## src/rtl/vram_port_arbiter.sv

```systemverilog
// Arbitrates the single VRAM BRAM port between video character fetch (strict priority)
// and the register-bus access path. Define ARB_STALL_COUNT_EN to build the stall counter.
module vram_port_arbiter #(
    parameter int VRAM_WORDS = 1200,
    parameter int AW         = 11,
    parameter int STALL_W    = 16
) (
    input  logic               axi_aclk,
    input  logic               axi_aresetn,
    input  logic               vid_req,
    input  logic [AW-1:0]      vid_addr,
    output logic               vid_rvalid,
    output logic [31:0]        vid_rdata,
    input  logic               bus_valid,
    output logic               bus_ready,
    input  logic               bus_we,
    input  logic [AW-1:0]      bus_addr,
    input  logic [31:0]        bus_wdata,
    input  logic [3:0]         bus_wstrb,
    output logic               bus_wack,
    output logic               bus_rvalid,
    input  logic               bus_rready,
    output logic [31:0]        bus_rdata,
    output logic               bus_err,
    output logic               mem_en,
    output logic [3:0]         mem_we,
    output logic [AW-1:0]      mem_addr,
    output logic [31:0]        mem_wdata,
    input  logic [31:0]        mem_rdata,
    output logic [STALL_W-1:0] stall_cnt
);

    typedef enum logic [2:0] {IDLE, WR, RD1, RD2, RV} state_t;

    localparam logic [AW:0] WORDS_L = VRAM_WORDS[AW:0];

    state_t state;
    logic   bus_hs;
    logic   oor;
    logic   err_p0;
    logic   vid_vld_p0;

    assign bus_ready = bus_valid && !vid_req && (state == IDLE);
    assign bus_hs    = bus_valid && bus_ready;
    assign oor       = ({1'b0, bus_addr} >= WORDS_L);
    assign vid_rdata = vid_rvalid ? mem_rdata : 32'd0;

    always_ff @(posedge axi_aclk or negedge axi_aresetn) begin
        if (!axi_aresetn) begin
            state      <= IDLE;
            err_p0     <= 1'b0;
            vid_vld_p0 <= 1'b0;
            vid_rvalid <= 1'b0;
            bus_wack   <= 1'b0;
            bus_rvalid <= 1'b0;
            bus_rdata  <= 32'd0;
            bus_err    <= 1'b0;
            mem_en     <= 1'b0;
            mem_we     <= 4'd0;
            mem_addr   <= '0;
            mem_wdata  <= 32'd0;
        end else begin
            mem_en     <= 1'b0;
            mem_we     <= 4'd0;
            bus_wack   <= 1'b0;
            // stage p0: port grant; p1: BRAM access; p2: read data on mem_rdata
            vid_vld_p0 <= vid_req;
            vid_rvalid <= vid_vld_p0;
            if (vid_req) begin
                mem_en   <= 1'b1;
                mem_addr <= vid_addr;
            end else if (bus_hs && !oor) begin
                mem_en    <= 1'b1;
                mem_addr  <= bus_addr;
                mem_we    <= bus_we ? bus_wstrb : 4'd0;
                mem_wdata <= bus_wdata;
            end
            case (state)
                IDLE: begin
                    if (bus_hs) begin
                        err_p0 <= oor;
                        if (bus_we) begin
                            state    <= WR;
                            bus_wack <= 1'b1;
                            bus_err  <= oor;
                        end else begin
                            state <= RD1;
                        end
                    end
                end
                WR: begin
                    state   <= IDLE;
                    bus_err <= 1'b0;
                end
                RD1: state <= RD2;
                RD2: begin
                    // out-of-range reads never touched the BRAM, so mem_rdata is not ours
                    bus_rdata  <= err_p0 ? 32'd0 : mem_rdata;
                    bus_err    <= err_p0;
                    bus_rvalid <= 1'b1;
                    state      <= RV;
                end
                RV: begin
                    if (bus_rready) begin
                        bus_rvalid <= 1'b0;
                        bus_err    <= 1'b0;
                        state      <= IDLE;
                    end
                end
                default: state <= IDLE;
            endcase
        end
    end

`ifdef ARB_STALL_COUNT_EN
    logic [STALL_W-1:0] stall_q;

    always_ff @(posedge axi_aclk or negedge axi_aresetn) begin
        if (!axi_aresetn) begin
            stall_q <= '0;
        end else if (bus_hs && !bus_wack && !bus_rvalid) begin
            stall_q <= '0;
        end else if (bus_valid && !bus_ready && (state == IDLE) && (stall_q != '1)) begin
            stall_q <= stall_q + 1'b1;
        end
    end

    assign stall_cnt = stall_q;
`else
    assign stall_cnt = '0;
`endif

endmodule

```

## config.mk

```make
export PLATFORM = sky130hd
export DESIGN_NAME = vram_port_arbiter
export DESIGN_NICKNAME = d
export VERILOG_FILES = /design/src/rtl/vram_port_arbiter.sv
export SDC_FILE = /design/constraint.sdc
export NUM_CORES = 1
export LEC_CHECK = 0
export ABC_AREA = 1
export CORE_UTILIZATION = 35
export CTS_CLUSTER_DIAMETER = 80
export CTS_CLUSTER_SIZE = 40
export DETAILED_ROUTE_END_ITERATION = 16
export PLACE_DENSITY = 0.81
export SYNTH_ARGS = -nofsm -noshare
export SYNTH_HDL_FRONTEND = slang
export SYNTH_SLANG_ARGS = --single-unit
export TNS_END_PERCENT = 100
```

## constraint.sdc

```tcl
create_clock -name axi_aclk -period 1.3 [get_ports axi_aclk]
set_input_delay 0.13 -clock axi_aclk [delete_from_list [all_inputs] [get_ports axi_aclk]]
set_output_delay 0.13 -clock axi_aclk [all_outputs]
set_load 0.01 [all_outputs]
```

==> qor.csv <==
metric,value,unit
Worst Reg-to-Reg Cells,7,
Area Growth Syn to Fin,86.8,%
Fmax,678,MHz
Via Count,4401,
Cell variety after synth,20,
failing checks,negative setup slack,
layout cell share with drive strength beyond 1,27.6,%
final antenna-violating net count,0,
Setup crit end,mem_addr[4],
worst slew pin tran,0.506,ns
worst IR drop on VDD,1.10,mV
drt first pass iters,5,
core area,11000,um2
Worst Slack Setup Final,-0.175,ns
Worst R2R Start,state[0],
Cells after DPL,871,
worst clock skew,0.00723,ns
CP Data Arrival Time,1.70,ns
Clock transition at path regs,0.07,ns
CTS Buffer Depth,2,
share of the synthesized area in the top cell type,55.4,%
register area share after synthesis,55.4,%
I/O pins,229,
total clock sinks,89,
Mean Syn Cell Area,7.86,um2
Fin. Hold Viols,0,
crit share post-route,113,%
Required @ worst endpoint,1.53,ns
slew margin rel.,66.3,%
Post-DP HPWL,8.70,mm
Slew Limit Fails,0,
largest net degree at the start of global routing,90,
Synth Instances,511,
post-synth top area cell,dfrtp_1,
global-route usage over all layers,23.8,%
DIE AREA,11900,um2
"Cell Area, Synth",4020,um2
Antenna Cells,0,
non-filler instance count after layout,911,
worst reg-to-reg setup slack,-0.18,ns
worst-path maximum fanout,22,
Tmin final,1.48,ns
Max H-tree Level,3,
cell row count,38,
largest cells by area after synthesis,"dfrtp_1 (55%), nand2_1 (24%), nand3_1 (6.0%)",
critical path type,register to register,
final setup TNS,-13.10,ns
drt total wl,16.1,mm
antenna violations before repair,0,
Final setup viols,116,
Yosys Warn Count,0,
wire per inst,17.7,um
Die Wd,109,um
vias in the first global route,4312,
Worst setup SP type,register,
total power per unit cell area,1750,nW/um2
global placement routability congestion,0.883,
LEAKAGE,4.13,nW
first-pass GRT wire length,21.2,mm
Worst setup startpoint,state[0],
DRC errors left,0,
max-cap violation count,0,
crit path capture type,register,
RSZ-0062 raised after global routing,true,
outcome,finished with violations,
NumNets Final,862,
Initial Util,36.4,%
GR Overflow Total,0,
via density per instance,4.83,
Chip Height,109,um
clk_lat worst skew,0.34,ns
initial DRC count,326,
CTS tree,yes,
cts bufs inserted,9,
PortBufs,212,
Hold Crit Class,input pin to register,
reg2reg end,mem_addr[4],
Root Buffer,clkbuf_16,
Yosys reg bits,89,
cell usage after synthesis:
| cell type | instances |
|---|---|
| nor2_1 | 11 |
| inv_1 | 42 |
| buf_4 | 20 |
| o21ai_0 | 6 |
| inv_2 | 4 |
| nand3_1 | 48 |
| nand2_1 | 262 |
| nor3_1 | 1 |
| conb_1 | 1 |
| a21boi_0 | 1 |
| nand3_2 | 1 |
| clkbuf_1 | 7 |
| dfrtp_1 | 89 |
| nor2_2 | 1 |
| buf_6 | 4 |
| a21oi_1 | 2 |
| buf_1 | 1 |
| nor2_4 | 1 |
| buf_2 | 8 |
| o21ai_1 | 1 |
cell families after synthesis:
logic type	Yosys count	synth area share, %
AO/OA/AOI/OAI	10	1.31
flip-flops	89	55.4
buffers and inverters	86	10.9
other	1	0.0933
AND/OR/NAND/NOR	325	32.3
placed cells by master (no fill, tap or decap), drive strengths merged:
cell type	instances
nand2	262
clkdlybuf4s50	94
dfrtp	89
buf	86
dlygate4sd2	83
nand3	49
inv	49
conb	16
nor2	13
clkbuf	12
o21ai	7
clkinvlp	3
a21oi	2
clkinv	2
nor3	1
a21boi	1
bufinv	1
dlygate4sd3	1
power breakdown:
part | leakage (nW) | switching, W | internal, W
clock network | 0.141 | 0.00109 | 0.00155
logic | 2.86 | 0.00308 | 0.00276
registers | 1.13 | 0.000771 | 0.00388
stage by stage:
step           utilization [%]  hold WS (ns)  power [W]  cell area [um2]  setup WS (ns)
2_1_floorplan                -        -0.166    0.00667             4080        -0.0341
3_3_place_gp              58.3         0.207    0.00981             6430         -0.296
3_5_place_dp              58.3         0.215    0.00998             6430         -0.294
4_1_cts                   63.3         0.309     0.0123             6980         -0.151
5_1_grt                   68.1         0.319     0.0139             7510         -0.237
6_report                  68.1         0.319     0.0131             7510         -0.175
what timing repair did:
item                                   4_1_cts  5_1_grt
cloned                                       8        5
endpoints found under the hold margin       89        0
resized for setup                          272      133
pin swaps                                   24       27
setup endpoints to repair                  199      120
hold buffers                                 1        0
setup buffers                                9        6
worst max-delay path, stage by stage (launching register included):
cell,delay (ns)
dfrtp_1,0.40
nor2_2,0.17
nand2_2,0.08
nor2_4,0.15
nand3_4,0.17
clkbuf_16,0.25
nand3_1,0.08
nand2_1,0.05
how the worst min path moves through the flow:
| stage | start | endpoint | slack [ns] | cells past startpoint |
|---|---|---|---|---|
| 2_1_floorplan | axi_aresetn | bus_err | -0.17 | 0 |
| 3_3_place_gp | axi_aresetn | bus_rdata[24] | 0.21 | 2 |
| 5_1_grt | bus_wdata[1] | mem_wdata[1] | 0.32 | 3 |
| 3_5_place_dp | axi_aresetn | bus_rdata[31] | 0.22 | 2 |
| 4_1_cts | bus_wdata[6] | mem_wdata[6] | 0.31 | 3 |
| 6_report | bus_wdata[1] | mem_wdata[1] | 0.32 | 3 |
sequential cells by signal (all words and copies together) (netlist names):
name,cells
bus_err,1
bus_rdata,32
bus_rvalid,1
bus_wack,1
err_p0,1
mem_addr,11
mem_en,1
mem_wdata,32
mem_we,4
state,3
vid_rvalid,1
vid_vld_p0,1
metal layers:
layer | vias to the layer above | wire [um] | GRT usage [%]
met5 | - | 0 | 0
met3 | 46 | 1370 | 7.35
li1 | 2026 | - | -
met4 | 0 | 603 | 12.1
met1 | 2079 | 6060 | 26.4
met2 | 250 | 8050 | 40.9
final cells by class:
class / instances / area [um2]
fill: 827 / 3520
timing repair buffer: 266 / 2730
sequential: 89 / 2230
multi-input combinational: 351 / 1820
clock buffer: 10 / 239
inverter: 46 / 206
tap: 140 / 175
clock inverter: 6 / 66.3
timing repair inverter: 3 / 42.5
Note: power is estimated with default switching activity, not from simulation.
